$ cat config.mk
export PLATFORM = sky130hd
export DESIGN_NAME = return_addr_stack
export DESIGN_NICKNAME = d
export VERILOG_FILES = /design/src/rtl/return_addr_stack.sv
export SDC_FILE = /design/constraint.sdc
export NUM_CORES = 1
export LEC_CHECK = 0
export ABC_AREA = 1
export ABC_CLOCK_PERIOD_IN_PS = 6400
export CAP_MARGIN = 20
export CORE_ASPECT_RATIO = 0.9
export CORE_MARGIN = 1
export CORE_UTILIZATION = 55
export DETAILED_ROUTE_END_ITERATION = 7
export GPL_TIMING_DRIVEN = 0
export PLACE_DENSITY = 0.86
export SLEW_MARGIN = 20
export SYNTH_ARGS = -nofsm -noshare
export SYNTH_HDL_FRONTEND = slang
export SYNTH_SLANG_ARGS = --single-unit
$ cat constraint.sdc
create_clock -name clk -period 6.4 [get_ports clk]
set_input_delay 1.28 -clock clk [delete_from_list [all_inputs] [get_ports clk]]
set_output_delay 1.28 -clock clk [all_outputs]
set_load 0.05 [all_outputs]
$ cat src/rtl/return_addr_stack.sv
// -----------------------------------------------------------------------------
// return_addr_stack
//
// Hardware return-address stack for CALL/RET. The ID-stage control unit raises
// push (CALL) or pop (RET) and holds the level for the whole instruction, which
// can last several cycles. This block turns each level into a single event in
// its first cycle, so a held level pushes or pops only once.
//
// Strobe semantics: push/pop are levels, not valid/ready handshakes. An event
// fires in the cycle a level rises (level high now, low in the previous cycle).
// The block never stalls: every event takes effect at the next rising clock
// edge. An event that cannot complete sets a sticky error flag.
//
// Ports
//   clk        in   1          clock, all state updates on rising edge
//   reset      in   1          synchronous, active-high
//   push       in   1          CALL level from control unit
//   pop        in   1          RET level from control unit
//   pc_in      in   ADDR_W     return address stored on push
//   err_clr    in   1          clears sticky overflow/underflow flags
//   top_out    out  ADDR_W     current top of stack (combinational, 0 if empty)
//   count      out  PTR_W+1    number of valid entries, 0..DEPTH
//   empty      out  1          count == 0
//   full       out  1          count == DEPTH
//   overflow   out  1          sticky: push attempted while full
//   underflow  out  1          sticky: pop attempted while empty
// -----------------------------------------------------------------------------
module return_addr_stack #(
    parameter int ADDR_W = 16,
    parameter int DEPTH  = 8,
    parameter int PTR_W  = 3
) (
    input  logic              clk,
    input  logic              reset,
    input  logic              push,
    input  logic              pop,
    input  logic [ADDR_W-1:0] pc_in,
    input  logic              err_clr,
    output logic [ADDR_W-1:0] top_out,
    output logic [PTR_W:0]    count,
    output logic              empty,
    output logic              full,
    output logic              overflow,
    output logic              underflow
);

    localparam logic [PTR_W:0] SP_ONE  = {{PTR_W{1'b0}}, 1'b1};
    localparam logic [PTR_W:0] SP_FULL = (PTR_W + 1)'(DEPTH);

    // Storage is deliberately not reset; only the pointer defines validity.
    logic [ADDR_W-1:0] mem_q [DEPTH];

    logic [PTR_W:0] sp_q, sp_d;
    logic           push_q, pop_q;
    logic           overflow_q, overflow_d;
    logic           underflow_q, underflow_d;

    logic             push_ev, pop_ev;
    logic             is_empty, is_full;
    logic [PTR_W:0]   sp_dec;
    logic [PTR_W-1:0] top_idx;
    logic [PTR_W-1:0] wr_addr;
    logic             wr_en;

    assign push_ev = push & ~push_q;
    assign pop_ev  = pop & ~pop_q;

    assign is_empty = (sp_q == '0);
    assign is_full  = (sp_q == SP_FULL);

    // sp is one past the top entry; with sp == DEPTH the truncated index is
    // DEPTH-1, which is exactly the top.
    assign sp_dec  = sp_q - SP_ONE;
    assign top_idx = sp_dec[PTR_W-1:0];

    // Next-state logic for pointer, flags and the single memory write port.
    always_comb begin
        sp_d        = sp_q;
        overflow_d  = overflow_q;
        underflow_d = underflow_q;
        wr_en       = 1'b0;
        wr_addr     = sp_q[PTR_W-1:0];

        // Clear first so that an error event in the same cycle overrides it.
        if (err_clr) begin
            overflow_d  = 1'b0;
            underflow_d = 1'b0;
        end

        if (push_ev && pop_ev) begin
            if (is_empty) begin
                // Nothing to pop: still perform the push, but flag the pop.
                wr_en       = 1'b1;
                wr_addr     = '0;
                sp_d        = SP_ONE;
                underflow_d = 1'b1;
            end else begin
                // Tail-call style replace of the top entry.
                wr_en   = 1'b1;
                wr_addr = top_idx;
            end
        end else if (push_ev) begin
            if (is_full) begin
                overflow_d = 1'b1;
            end else begin
                wr_en   = 1'b1;
                wr_addr = sp_q[PTR_W-1:0];
                sp_d    = sp_q + SP_ONE;
            end
        end else if (pop_ev) begin
            if (is_empty) begin
                underflow_d = 1'b1;
            end else begin
                sp_d = sp_dec;
            end
        end
    end

    always_ff @(posedge clk) begin
        if (reset) begin
            sp_q        <= '0;
            push_q      <= 1'b0;
            pop_q       <= 1'b0;
            overflow_q  <= 1'b0;
            underflow_q <= 1'b0;
        end else begin
            sp_q        <= sp_d;
            push_q      <= push;
            pop_q       <= pop;
            overflow_q  <= overflow_d;
            underflow_q <= underflow_d;
        end
    end

    // Writes are suppressed during reset so a coincident push leaves no trace.
    always_ff @(posedge clk) begin
        if (wr_en && !reset) begin
            mem_q[wr_addr] <= pc_in;
        end
    end

    // During a pop event cycle sp has not moved yet, so top_out still shows
    // the value being returned to.
    assign top_out   = is_empty ? '0 : mem_q[top_idx];
    assign count     = sp_q;
    assign empty     = is_empty;
    assign full      = is_full;
    assign overflow  = overflow_q;
    assign underflow = underflow_q;

endmodule

==> flow_summary.toml, run 1 <==
[sta]
setup_repair_after_global_routing_missed_its_margin = "false"
worst_pin_slew_ps = 766
final.period_utilization = 0.869
max-slew-margin-rel = 0.487
final-setup-viol-count = 0
fin_crit_ps = 5560
finalMaxSlewViolations = 0
hold_ws_ps = 475
fin_tns_setup_ps = 0
max_freq_ghz = 0.180
worst_clock_skew_ps = 11.3
timing.final.hold_violations = 0

[global_route]
grt_pass1_vias = 4347
grt_start_max_net_pins = 17
grt.overflow.total = 0
grt_first_pass_wirelength_um = 22800
grtUsageTotal = 0.302
grt_antenna_before_repair = 0

[synth]
count_of_state_elements_after_synthesis = 136
ys_types = 25
post-synth-top-area-cell = "sky130_fd_sc_hd__edfxtp_1"
postSynthNetCount = 506
synth_area_um2 = 5580
synth_common_cells = "sky130_fd_sc_hd__nor2_1, sky130_fd_sc_hd__edfxtp_1, sky130_fd_sc_hd__o21ai_0, sky130_fd_sc_hd__nand2_1, sky130_fd_sc_hd__o22ai_1"
synthArstFlopShare = 0
synth_edf_count = 128
synth_sequential_area_ratio = 0.718
mapped_cells = 482
post-synth-top-count-cell = "sky130_fd_sc_hd__nor2_1"
syn_area_per_cell_um2 = 11.6
yosysWarnings = 0
ys_top_cells_by_area = "sky130_fd_sc_hd__edfxtp_1, sky130_fd_sc_hd__nor2_1, sky130_fd_sc_hd__o21ai_0"
synth_top_area_frac = 0.689
ys.flop_type = "sky130_fd_sc_hd__edfxtp_1"

[die]
floorplan.die_area_um2 = 10500
placeableCoreArea_um2 = 9740
floorplan.initialDensity = 0.573
ios = 45
placementRows = 34
die_w_um = 108
dieHeight_um = 97.5

[cells_and_area]
synthToLayoutAreaGrowth_pct = 23.3
n_antenna_cell = 0
final_standard_cell_count_with_taps_included_and_fillers_excluded = 692
design.final.nets = 577
drive_gt1_frac = 0.120
stdcell_area_um2 = 6880
finalCoreUtilization = 0.706

[critical_path]
critPathLaunchType = "flip-flop"
timing.critical_path.arrival_ps = 4280
timing.reg2reg.worst_path_depth = 10
cp-end-kind = "output port"
worstPathRequired_ps = 5120
regToRegStartpoint = "count[0]$_SDFFE_PP0P_"
worst_r2r_endpoint = "mem_q[0][14]$_DFFE_PP_"
regToRegSetupSlack_ps = 2980
critical_path_peak_fanout = 11
worst-setup-path-type = "flip-flop to output port"

[place]
routabilityCongestion = 0.905
place.port_buffers = 44
placed_cells = 660
half_perimeter_wire_length_after_detailed_placement_um = 9240
placement.cell_area_um2 = 6300

[route]
route.vias.total = 4295
starting_drc_count_in_detailed_routing = 510
post-route-drc-count = 0
post_drt_wl_per_cell_um = 21.5
drt_pass1_iterations = 7
route.detailed.vias_per_inst = 6.21
post_route_antenna_net_violation_count = 0
wl_um = 14900

[cts]
cts-buffers-inserted = 17
clock_sink_count = 136
ctsHtreeMaxLevel = 4
hold_bufs_inserted_after_cts = 0
cts_setup_buffers = 0
cts-root-to-sink-buffers = 2
tritoncts = "built"
clock_insertion_delay_worst_skew_ps = 530
path_clk_slew_ps = 60
cts-root-buf = "sky130_fd_sc_hd__clkbuf_8"
cts-resized-gates = 0

[power_and_ir_drop]
leakagePower_nw = 2.40
vdd_drop_max_uv = 245
pwr_density_cell_nw_per_um2 = 433

[job]
cap_viol_max_count = 0

[hold_path]
timing.hold.worst.class = "flip-flop to flip-flop"
worstHoldEndpoint = "overflow$_SDFF_PP0_"
min_path_cells = 2
min-delay-start = "overflow$_SDFF_PP0_"

[outcome]
run_status = "completed"
-- cell type report --
cell class	count	area (um^2)
flip-flops and latches	136	4000
fillers	606	2870
multi-input cells	304	1410
repair buffers	52	542
clock buffers	17	414
clock inverters	15	164
well taps	126	158
plain buffers	23	114
inverters	19	73.8
-- power by group --
part	switching [mW]	total [mW]	internal (mW)
registers	0.0167	1.03	1.01
clock network	0.391	0.952	0.561
logic	0.709	1.00	0.292
-- how the worst max path moves through the flow --
stage	slack (ps)	end	depth (start not counted)	from
detailed placement	1630	top_out[6]	11	count[0]$_SDFFE_PP0P_
CTS	970	top_out[6]	11	count[0]$_SDFFE_PP0P_
global placement	1790	top_out[6]	11	count[0]$_SDFFE_PP0P_
finish	840	top_out[6]	11	count[0]$_SDFFE_PP0P_
floorplan	2250	top_out[0]	10	count[0]$_SDFFE_PP0P_
global route	760	top_out[6]	11	count[0]$_SDFFE_PP0P_
-- flip-flops by register name (all words and copies together), names as in the netlist --
register	flops
pop_q	1
push_q	1
overflow	1
underflow	1
count	4
mem_q	128
-- logic make-up after synthesis --
kind of cell	after synthesis	share of synthesized area
AND/OR/NAND/NOR	176	0.123
AO/OA/AOI/OAI	124	0.116
buffers and inverters	42	0.0336
flip-flops	136	0.718
XOR/XNOR	1	0.00292
adder cells (fa/ha/maj)	3	0.00673
-- critical path, stage by stage, from the launching register on --
cell                              delay [ps]
sky130_fd_sc_hd__dfxtp_1                 360
sky130_fd_sc_hd__inv_1                   140
sky130_fd_sc_hd__buf_2                   270
sky130_fd_sc_hd__buf_2                   320
sky130_fd_sc_hd__ha_1                    320
sky130_fd_sc_hd__inv_1                   300
sky130_fd_sc_hd__clkbuf_1                540
sky130_fd_sc_hd__o21ai_0                 210
sky130_fd_sc_hd__o22ai_1                 210
sky130_fd_sc_hd__nor2_1                   80
sky130_fd_sc_hd__nor2_1                  170
sky130_fd_sc_hd__clkdlybuf4s50_1         840
-- placed cells by master (no fill, tap or decap), types with 6 or more instances in the layout --
cell and count:
sky130_fd_sc_hd__inv_1 16, sky130_fd_sc_hd__inv_6 6, sky130_fd_sc_hd__dfxtp_1 8, sky130_fd_sc_hd__clkbuf_16 16, sky130_fd_sc_hd__nand3_1 6, sky130_fd_sc_hd__o21ai_1 15
sky130_fd_sc_hd__nor2_1 126, sky130_fd_sc_hd__nand2_1 29, sky130_fd_sc_hd__clkbuf_1 11, sky130_fd_sc_hd__a21oi_1 6, sky130_fd_sc_hd__clkdlybuf4s50_1 44, sky130_fd_sc_hd__edfxtp_1 128
sky130_fd_sc_hd__buf_6 6, sky130_fd_sc_hd__buf_2 7, sky130_fd_sc_hd__o21ai_0 85, sky130_fd_sc_hd__o22ai_1 17, sky130_fd_sc_hd__nor2_2 9
-- metrics by stage --
stage,total power [mW],setup WS [ps]
2_1_floorplan,1.67,2250
3_3_place_gp,1.96,1790
6_report,2.98,839
5_1_grt,3.08,765
4_1_cts,2.96,973
3_5_place_dp,2.01,1630
-- layer usage --
layer  share of wire  GRT usage
met4           0.044      0.157
met1            0.35      0.360
met2            0.49      0.490
met3            0.11     0.0946
met5               0          0
(Power assumes the default switching activity.)
==> run 2, diff against run 1 <==
Settings changed: CTS_CLUSTER_SIZE set to 16, REMOVE_ABC_BUFFERS set to 1.
==> flow_summary.toml, run 2 (same netlist as run 1, synthesis figures left out) <==
[critical_path]
crit_family = "buffers and inverters"
regToRegStartpoint = "count[0]$_SDFFE_PP0P_"
worst-setup-path-type = "flip-flop to output port"
cp-end-kind = "output port"
worstPathRequired_ps = 5120
cpMaxStageDelayCell = "sky130_fd_sc_hd__ha_2"
critical_path_peak_fanout = 69
critical_path.max_stage_delay_ps = 1040
regToRegSetupSlack_ps = 2190
worst_r2r_endpoint = "mem_q[2][5]$_DFFE_PP_"
critical_path.startpoint = "count[0]$_SDFFE_PP0P_"
crit_end = "top_out[8]"
path_common_cell = "sky130_fd_sc_hd__nor2_1"
worst-path-buf-inv = 3
timing.reg2reg.worst_path_depth = 8
crit_cells = 8
critPathLaunchType = "flip-flop"
timing.critical_path.arrival_ps = 4620
crit_chain = "inv_2, ha_2, inv_1, o21ai_0, o22ai_1, nor2_1, nor2_1, clkdlybuf4s50_1"

[cts]
clock_insertion_delay_worst_skew_ps = 520
path_clk_slew_ps = 60
cts-root-to-sink-buffers = 2
clock_sink_count = 136
cts_setup_buffers = 0
cts-buffers-inserted = 17
cts-root-buf = "sky130_fd_sc_hd__clkbuf_8"
ctsHtreeMaxLevel = 4
hold_bufs_inserted_after_cts = 0
cts-resized-gates = 0
tritoncts = "built"

[sta]
max_freq_ghz = 0.169
final-setup-viol-count = 0
post-route-worst-setup-slack_ps = 495
timing.final.hold_violations = 0
hold_ws_ps = 463
finalMaxSlewViolations = 0
fin_crit_ps = 5900
worst_pin_slew_ps = 892
final.period_utilization = 0.923
max-slew-margin-rel = 0.405
setup_repair_after_global_routing_missed_its_margin = "false"
worst_clock_skew_ps = 7.31

[cells_and_area]
final_standard_cell_count_with_taps_included_and_fillers_excluded = 669
top_register = "mem_q"
synthToLayoutAreaGrowth_pct = 21.6
max_reg_flops = 128
drive_gt1_frac = 0.110
mostFrequentLayoutCell = "sky130_fd_sc_hd__edfxtp_1"
finalCoreUtilization = 0.696
most-common-layout-cells = "sky130_fd_sc_hd__edfxtp_1, sky130_fd_sc_hd__nor2_1, sky130_fd_sc_hd__o21ai_0, sky130_fd_sc_hd__clkdlybuf4s50_1, sky130_fd_sc_hd__nand2_1"
n_antenna_cell = 0
design.final.nets = 555

[die]
die_w_um = 108
placementRows = 34
ios = 45
floorplan.initialDensity = 0.573
floorplan.die_area_um2 = 10500
dieHeight_um = 97.5
placeableCoreArea_um2 = 9740

[route]
wl_um = 12600
drt_pass1_iterations = 7
post_route_antenna_net_violation_count = 0
route.vias.total = 3986
route.detailed.vias_per_inst = 5.96
post_drt_wl_per_cell_um = 18.8
post-route-drc-count = 0
starting_drc_count_in_detailed_routing = 351

[global_route]
grtUsageTotal = 0.256
grt.overflow.total = 0
grt_start_max_net_pins = 70
grt_first_pass_wirelength_um = 19600
grtUsageMet3 = 0.0818
grt_antenna_before_repair = 0
gr-usage-met2 = 0.402
top_usage_layer_grt = "met2"
grt_util_met1 = 0.318
grt_pass1_vias = 3992

[power_and_ir_drop]
vdd_drop_max_uv = 283
pwr_density_cell_nw_per_um2 = 425
leakagePower_nw = 2.35

[place]
routabilityCongestion = 0.824
placed_cells = 638
place.port_buffers = 44
pre_cts_slack_ps = 1170
half_perimeter_wire_length_after_detailed_placement_um = 6970

[hold_path]
min-delay-start = "underflow$_SDFF_PP0_"
timing.hold.worst.class = "flip-flop to flip-flop"

[outcome]
run_status = "completed"

[job]
cap_viol_max_count = 0
run 2: cell types whose count changed in the layout (fill, tap and decap cells not counted), sizes merged:
| cell | delta |
|---|---|
| clkbuf | -11 |
| clkinvlp | -2 |
| inv | -2 |
| clkinv | +3 |
| buf | -11 |
run 2: cell type report:
cell class | instances | area (um^2)
multi-input combinational | 304 | 1420
timing repair buffer | 53 | 558
fill | 631 | 2960
tap | 126 | 158
clock inverter | 14 | 150
clock buffer | 17 | 414
sequential | 136 | 4010
inverter | 19 | 73.8
run 2: worst min-delay path by stage:
stage / end / slack, ps / cells past startpoint
after floorplan: underflow$_SDFF_PP0_ / 520 / 3
after global placement: overflow$_SDFF_PP0_ / 450 / 2
after detailed placement: underflow$_SDFF_PP0_ / 460 / 2
after CTS: underflow$_SDFF_PP0_ / 470 / 2
after global routing: overflow$_SDFF_PP0_ / 500 / 2
final: underflow$_SDFF_PP0_ / 460 / 2
run 2: through the flow:
step,TNS [ps],cell area (um^2),total power [mW]
floorplan,0,5460,1.64
global placement,-175950,6060,1.92
detailed placement,0,6220,1.96
CTS,0,6780,2.88
global route,0,6780,2.99
finish,0,6780,2.88
run 2: power breakdown:
part / switching (mW) / total (mW) / internal, mW
sequential: 0.0367 / 1.05 / 1.01
combinational: 0.635 / 0.910 / 0.275
clock: 0.371 / 0.926 / 0.555
total: 1.04 / 2.88 / 1.84
run 2: metal layers:
| metal | routed length, um | vias up | share of wire |
|---|---|---|---|
| met1 | 4890 | 1920 | 0.39 |
| met3 | 1170 | 34 | 0.093 |
| li1 | - | 1802 | - |
| met4 | 258 | 0 | 0.021 |
| met5 | 0 | - | 0 |
| met2 | 6260 | 230 | 0.50 |
run 2: worst register-to-register path: stages, from the launching register on:
cell and delay (ps):
sky130_fd_sc_hd__dfxtp_4 800, sky130_fd_sc_hd__inv_2 410, sky130_fd_sc_hd__ha_2 720, sky130_fd_sc_hd__inv_1 640
sky130_fd_sc_hd__nand2_1 140, sky130_fd_sc_hd__o21ai_1 230, sky130_fd_sc_hd__nand2_1 140, sky130_fd_sc_hd__nor2_2 570
sky130_fd_sc_hd__buf_6 260
